[config.mk]
export PLATFORM = sky130hd
export DESIGN_NAME = fifo_rd_arbiter_flat
export DESIGN_NICKNAME = d
export VERILOG_FILES = /design/src/rtl/fifo_rd_arbiter_if.sv /design/src/rtl/fifo_rd_arbiter.sv /design/src/flat_wrapper.sv
export SDC_FILE = /design/constraint.sdc
export NUM_CORES = 1
export LEC_CHECK = 0
export ABC_AREA = 1
export ABC_CLOCK_PERIOD_IN_PS = 3900
export CORE_ASPECT_RATIO = 0.5
export CORE_MARGIN = 3
export CORE_UTILIZATION = 40
export DETAILED_ROUTE_END_ITERATION = 10
export GPL_TIMING_DRIVEN = 0
export PLACE_DENSITY_LB_ADDON = 0.05
export SKIP_CTS_REPAIR_TIMING = 1
export SLEW_MARGIN = 10
export SYNTH_ARGS = -nofsm -noshare
export SYNTH_HDL_FRONTEND = slang
export SYNTH_SLANG_ARGS = --single-unit
[constraint.sdc]
create_clock -name rclk -period 3.9 [get_ports rclk]
set_input_delay 0.78 -clock rclk [delete_from_list [all_inputs] [get_ports rclk]]
set_output_delay 0.78 -clock rclk [all_outputs]
set_load 0.1 [all_outputs]
[src/rtl/fifo_rd_arbiter_if.sv]
// Read-side bus between the FIFO read port, the arbiter and its NREQ consumers.
// The arbiter uses the master modport. The environment (FIFO plus consumers) uses the slave modport.
interface fifo_rd_arbiter_if #(
  parameter int DATASIZE = 8,
  parameter int NREQ     = 4,
  parameter int MAXBURST = 4
);
  localparam int CW = $clog2(MAXBURST + 1);

  // Handshake: req[i] is a level request that stays high while consumer i wants words.
  // rinc pops the word on rdata at the rising edge and is never high while rempty is high.
  // out_valid is a one-cycle strobe that has no backpressure.
  // A consumer must take out_data in the cycle where its out_valid bit is set.
  logic                rempty;
  logic [DATASIZE-1:0] rdata;
  logic [NREQ-1:0]     req;
  logic                rinc;
  logic [NREQ-1:0]     gnt;
  logic [DATASIZE-1:0] out_data;
  logic [NREQ-1:0]     out_valid;
  logic [CW-1:0]       burst_cnt;
  logic                in_burst;

  modport master (
    input  rempty, rdata, req,
    output rinc, gnt, out_data, out_valid, burst_cnt, in_burst
  );

  modport slave (
    output rempty, rdata, req,
    input  rinc, gnt, out_data, out_valid, burst_cnt, in_burst
  );
endinterface

[src/rtl/fifo_rd_arbiter.sv]
// Round-robin scheduler that shares one FIFO read port among NREQ consumers.
// Each grant lasts for a bounded burst of up to MAXBURST words.
module fifo_rd_arbiter #(
  parameter int DATASIZE = 8,
  parameter int NREQ     = 4,
  parameter int MAXBURST = 4
) (
  input  logic              rclk,
  input  logic              r_rst_n,
  fifo_rd_arbiter_if.master bus
);
  localparam int CW = $clog2(MAXBURST + 1);
  localparam int IW = (NREQ > 1) ? $clog2(NREQ) : 1;

  typedef enum logic {IDLE, BURST} state_t;

  state_t              state, state_nx;
  logic [IW-1:0]       last, last_nx;
  logic [IW-1:0]       winner, idx;
  logic                found;
  logic [NREQ-1:0]     gnt_q, gnt_nx;
  logic [NREQ-1:0]     valid_q, valid_nx;
  logic [DATASIZE-1:0] data_q, data_nx;
  logic [CW-1:0]       cnt_q, cnt_nx;
  logic                rinc;

  // Search starts one past the previous winner and wraps, so the last owner gets the lowest priority.
  always_comb begin : pick
    winner = last;
    found  = 1'b0;
    idx    = '0;
    for (int k = 1; k <= NREQ; k++) begin
      idx = IW'((int'(last) + k) % NREQ);
      if (!found && bus.req[idx]) begin
        winner = idx;
        found  = 1'b1;
      end
    end
  end

  // While in BURST, 'last' equals the owner, because it is updated only when a grant is made.
  always_comb begin : fsm_next
    state_nx = state;
    last_nx  = last;
    gnt_nx   = gnt_q;
    valid_nx = '0;
    data_nx  = data_q;
    cnt_nx   = cnt_q;
    rinc     = 1'b0;
    case (state)
      IDLE: begin
        if (!bus.rempty && found) begin
          state_nx       = BURST;
          gnt_nx         = '0;
          gnt_nx[winner] = 1'b1;
          last_nx        = winner;
          cnt_nx         = '0;
        end
      end
      BURST: begin
        rinc = bus.req[last] & ~bus.rempty;
        if (rinc) begin
          data_nx  = bus.rdata;
          valid_nx = gnt_q;
          cnt_nx   = cnt_q + 1'b1;
        end
        // A cycle without rinc means the owner withdrew or the FIFO drained. Either way, release the grant.
        if (!rinc || cnt_q == CW'(MAXBURST - 1)) begin
          state_nx = IDLE;
          gnt_nx   = '0;
        end
      end
      default: begin
        state_nx = IDLE;
        gnt_nx   = '0;
      end
    endcase
  end

  always_ff @(posedge rclk or negedge r_rst_n) begin
    if (!r_rst_n) begin
      state   <= IDLE;
      last    <= IW'(NREQ - 1);
      gnt_q   <= '0;
      valid_q <= '0;
      data_q  <= '0;
      cnt_q   <= '0;
    end else begin
      state   <= state_nx;
      last    <= last_nx;
      gnt_q   <= gnt_nx;
      valid_q <= valid_nx;
      data_q  <= data_nx;
      cnt_q   <= cnt_nx;
    end
  end

  assign bus.rinc      = rinc;
  assign bus.gnt       = gnt_q;
  assign bus.out_valid = valid_q;
  assign bus.out_data  = data_q;
  assign bus.burst_cnt = cnt_q;
  assign bus.in_burst  = (state == BURST);
endmodule

[src/flat_wrapper.sv]
// flat-port wrapper written by rule: the top's interface ports become plain ports
module fifo_rd_arbiter_flat 
#(
  parameter int DATASIZE = 8,
  parameter int NREQ     = 4,
  parameter int MAXBURST = 4
)
  (rclk, r_rst_n, bus_rempty, bus_rdata, bus_req, bus_rinc, bus_gnt, bus_out_data, bus_out_valid, bus_burst_cnt, bus_in_burst);
  fifo_rd_arbiter_if #(.DATASIZE(DATASIZE), .NREQ(NREQ), .MAXBURST(MAXBURST)) bus_i ();
  input  logic rclk;
  input  logic r_rst_n;
  input wire logic [$bits(bus_i.rempty)-1:0] bus_rempty;
  input wire logic [$bits(bus_i.rdata)-1:0] bus_rdata;
  input wire logic [$bits(bus_i.req)-1:0] bus_req;
  output wire logic [$bits(bus_i.rinc)-1:0] bus_rinc;
  output wire logic [$bits(bus_i.gnt)-1:0] bus_gnt;
  output wire logic [$bits(bus_i.out_data)-1:0] bus_out_data;
  output wire logic [$bits(bus_i.out_valid)-1:0] bus_out_valid;
  output wire logic [$bits(bus_i.burst_cnt)-1:0] bus_burst_cnt;
  output wire logic [$bits(bus_i.in_burst)-1:0] bus_in_burst;
  assign bus_i.rempty = bus_rempty;
  assign bus_i.rdata = bus_rdata;
  assign bus_i.req = bus_req;
  assign bus_rinc = bus_i.rinc;
  assign bus_gnt = bus_i.gnt;
  assign bus_out_data = bus_i.out_data;
  assign bus_out_valid = bus_i.out_valid;
  assign bus_burst_cnt = bus_i.burst_cnt;
  assign bus_in_burst = bus_i.in_burst;
  fifo_rd_arbiter #(.DATASIZE(DATASIZE), .NREQ(NREQ), .MAXBURST(MAXBURST)) u_core (.rclk(rclk), .r_rst_n(r_rst_n), .bus(bus_i));
endmodule
Yosys cells after proc, flatten, opt, wreduce, memory -nomap -nowiden. Index checks and enable logic that the tools add are counted.

Add/subtract/negate cells: 5. $lt $le $gt $ge: 7. Eq/ne operators: 4. Multiplexer cells: 32. Bitwise gates (word level): 3. Reduce and logical (&&, ||, !) cells: 15.

Operators with widths (count): < comparator 2 x 3 -> 1 bit, second input constant (6); two-way mux 4 bit (4); two-way mux 1 bit (13); binary-select mux 1 bit (select 2 bit) (5); two-way mux 2 bit (4); one-hot mux 4 bit (2 select lines) (1); AND reduction 2 bit (4); two-way mux 3 bit (2); one-hot mux 3 bit (2 select lines) (1); logical AND 1 bit (5); logical NOT 1 bit (5); adder 2 x 1 -> 2 bit, second input constant (2); adder 2 bit, second input constant (2); inequality test 2 bit, second input constant (2); adder 3 x 1 -> 3 bit, second input constant (1); equality test 3 x 2 -> 1 bit, second input constant (1); demux 1 bit (select 2 bit) (1); >= comparator 2 x 1 -> 1 bit, second input constant (1); inequality test 2 x 1 -> 1 bit, second input constant (1); inverter 1 bit (2); one-hot mux 1 bit (2 select lines) (1); bitwise AND 1 bit (1); logical OR 1 bit (1).

Register bits after elaboration: 22. Output and inout port bits: 21. Logic and storage cells: 72.

Logic depth before layout (Yosys ltp). Gate-level depths: netlist of run 1.

Depth after elaboration: 19. Gate-level depth with buffers: 12. Depth with buffers taken out: 12.

Least setup slack after synthesis of run 1. OpenSTA, ideal clock, no wires.

Path kind: input-to-output. From: in bus_req[0]. To: out bus_rinc. Arrival time: 1773 ps. Required time: 3120 ps. Path slack: 1347 ps. Stages on the path: 6. Buffers on the path: 0. Cells stage by stage: nand2_1 nand3_1 o21ai_2 nor2_1 nand2_2 inv_2.

Word-level cells in the longest chain between the ends: 4.

RTL lines: start: declaration (RTL line flat_wrapper.sv:14) `input wire logic [$bits(bus_i.req)-1:0] bus_req;`; binary-select mux 1 bit (select 2 bit) (RTL line fifo_rd_arbiter.sv:61) `rinc = bus.req[last] & ~bus.rempty;`; two-way mux 1 bit (implied by the code) (RTL line fifo_rd_arbiter.sv:61); bitwise AND 1 bit (RTL line fifo_rd_arbiter.sv:61); two-way mux 1 bit (RTL line fifo_rd_arbiter.sv:50) `case (state)`; end: declaration (RTL line flat_wrapper.sv:15) `output wire logic [$bits(bus_i.rinc)-1:0] bus_rinc;`.

Every way passes these cells. The select of a mux whose other input is x is not followed.

Worst setup path after layout of run 1.
From: in bus_req[1]. To: out bus_rinc.

Same word-level chain as after synthesis.

==> results of run 1 <==
worst reg2reg max path, stage by stage (launching register included):
cell and delay [ns]:
dfstp_2 0.55, buf_6 0.14, nand2_1 0.08, nand2_1 0.10
o21ai_2 0.08, nor2_1 0.19, nand2_2 0.18, buf_6 0.19
nand2_1 0.05, nand2_1 0.05
worst max-delay path by stage:
stage	startpoint	to	slack, ns	depth (start not counted)
3_5_place_dp	bus_req[1]	bus_rinc	-0.12	8
6_report	bus_req[1]	bus_rinc	0.28	8
5_1_grt	bus_req[0]	bus_rinc	0.12	8
4_1_cts	bus_req[1]	bus_rinc	-0.14	8
3_3_place_gp	bus_req[1]	bus_rinc	-0.12	8
2_1_floorplan	bus_req[0]	bus_rinc	1.35	6
layout by cell type, fill, tap and decap left out, types with 2 or more instances in the layout:
cell	n
nand2_1	72
clkdlybuf4s50_1	34
dfrtp_1	20
nand3_1	17
nand2_2	9
nor2_1	9
inv_1	8
inv_2	6
buf_6	3
nand2_4	3
clkbuf_8	3
o21ai_0	2
o21ai_1	2
ha_1	2
dfstp_2	2
per-stage QoR:
stage                     std cells  instance area [um2]   util  TNS, ns
after CTS                       236                 1660  0.604   -0.141
after global placement          232                 1610  0.587   -0.118
after global routing            236                 1660  0.604        0
after floorplan                 160                 1220      -        0
final                           236                 1660  0.604        0
after detailed placement        232                 1610  0.587   -0.122
layout make-up:
type                       count  area (um2)
clock buffer                   4        45.0
multi-input combinational    121         578
buffer                         3        33.8
sequential                    22         553
inverter                      14        52.6
fill                         259        1090
timing repair buffer          35         353
tap                           37        46.3
metal layers:
| layer | routed length [um] | track usage | vias to the layer above |
|---|---|---|---|
| met5 | 0 | 0 | - |
| met4 | 34 | 0.0577 | 0 |
| met3 | 175 | 0.0601 | 4 |
| li1 | - | - | 577 |
| met1 | 1210 | 0.198 | 481 |
| met2 | 1150 | 0.248 | 25 |
logic make-up (layout without fill, tap and decap cells):
kind of cell / after synthesis / after routing / share of synthesized area
flip-flops: 22 / 22 / 0.454
buffers and inverters: 17 / 56 / 0.0709
AND/OR/NAND/NOR: 114 / 114 / 0.431
adder cells (fa/ha/maj): 2 / 2 / 0.0206
AO/OA/AOI/OAI: 5 / 5 / 0.0236
flip-flops by register name, indices dropped and copies added (netlist names):
register	cells
u_core.bus.out_data	8
u_core.bus.out_valid	4
u_core.last	2
u_core.bus.burst_cnt	3
u_core.bus.gnt	4
u_core.bus.in_burst	1
==> impl_metrics.ini, run 1 <==
[outcome]
status = finished, final reports clean

[timing]
finalHoldViolCount = 0
maxSlewViolCount = 0
fin_skew_ns = 0.00333
worst_pin_slew_ns = 0.987
setup_slack_ns = 0.277
hold-worst-slack_ns = 0.482
period_share = 0.929
fmax_ghz = 0.276
setup_viol = 0
period_minus_slack_ns = 3.62
slew-limit-headroom = 0.340
rsz0062_at_grt = false

[worst_setup_path]
cp.arrival_ns = 2.84
cp-end-kind = output pin
reg2reg_from = u_core.last[0]
crit_family = buffers and inverters
path_common_cell = nand2_2
ff2ff_path_depth = 9
r2r_end = u_core.bus.out_data[6]
r2r_slack_ns = 2.20
cp_max_fo = 10
setup.worst_path.class = primary input to output pin
cpMaxStageDelayCell = dlymetal6s2s_1
startpoint_type = primary input
crit_buf_inv = 3
required_ns = 3.12
crit_chain = clkdlybuf4s50_1, nand2_2, nand3_1, o21ai_2, nor2_1, nand2_2, inv_2, dlymetal6s2s_1
slowest_delay_ns = 0.77

[synthesis]
yosys_warnings = 0
synth_fp_nets = 177
yosysMostFrequentCell = nand2_1
yosysTopAreaCell = dfrtp_1
synth-seq-cells = 22
synth_common_cells = nand2_1, dfrtp_1, nand3_1
syn-cell-area_um2 = 1220
netlist_instances = 160
synth_edf_count = 0
syn_area_per_cell_um2 = 7.61
async_flop_share = 1.00
synth_top_area_share = 0.411
yosys_most_used_dff = dfrtp_1
synth_cell_type_count = 18
synthTopCellsByArea = dfrtp_1, nand2_1, nand3_1
synth_seq_area_share = 0.454

[routing]
remaining_drc_errors = 0
drt-initial-drc-count = 24
wl_per_cell_um = 10.9
wl_um = 2570
vias = 1087
ant_nets = 0
viasPerCell = 4.61
first_pass_iters = 4

[placement]
port_buffers = 35
hpwl_um = 1920
gp_congestion = 0.750
post-place-ws_ns = -0.122

[layout]
drive_gt1_frac = 0.156
area_growth_pct = 36.5
antenna_cells = 0
nNetsFinal = 217

[floorplan]
ioPinCount = 36
die_h_um = 45.0
dieWidth_um = 84.0
rows = 13
core_region_area_um2 = 2750
initial_core_util = 0.443
die_area_um2 = 3780

[hold_path]
min_to = u_core.bus.out_data[7]
min_path_cells = 2
hp-start = u_core.bus.out_data[7]
hp-class = flip-flop to flip-flop

[global_route]
grt_max_degree = 23
globalRouteOverflowTotal = 0
grt_pass1_vias = 1009
antenna_found_initial = 0
grtUsageTotal = 0.156
grt_pass1_wl_um = 4620

[cts]
cts-buffers-inserted = 3
insertion_delay_ns = 0.26
cts_tree = built
htree_levels = 1
clkSlewWorstSetupHoldPaths_ns = 0.08
cts.sinks = 22
cts_root_buffer = clkbuf_8
clockBufferDepth = 2

[run]
cap_violations = 0
Power of run 1 is left out: the tool's default activity adds up to more than one toggle a clock period on the data nets, which glitch-free logic cannot reach.
==> run 2, diff against run 1 <==
--- a/config.mk
+++ b/config.mk
@@ -18,3 +18,4 @@
 export SYNTH_ARGS = -nofsm -noshare
 export SYNTH_HDL_FRONTEND = slang
 export SYNTH_SLANG_ARGS = --single-unit
+export TNS_END_PERCENT = 1
==> results of run 2 <==
Same layout as run 1: the final DEF is identical, and so are final timing and power.
Power of run 2 is left out for the same reason.
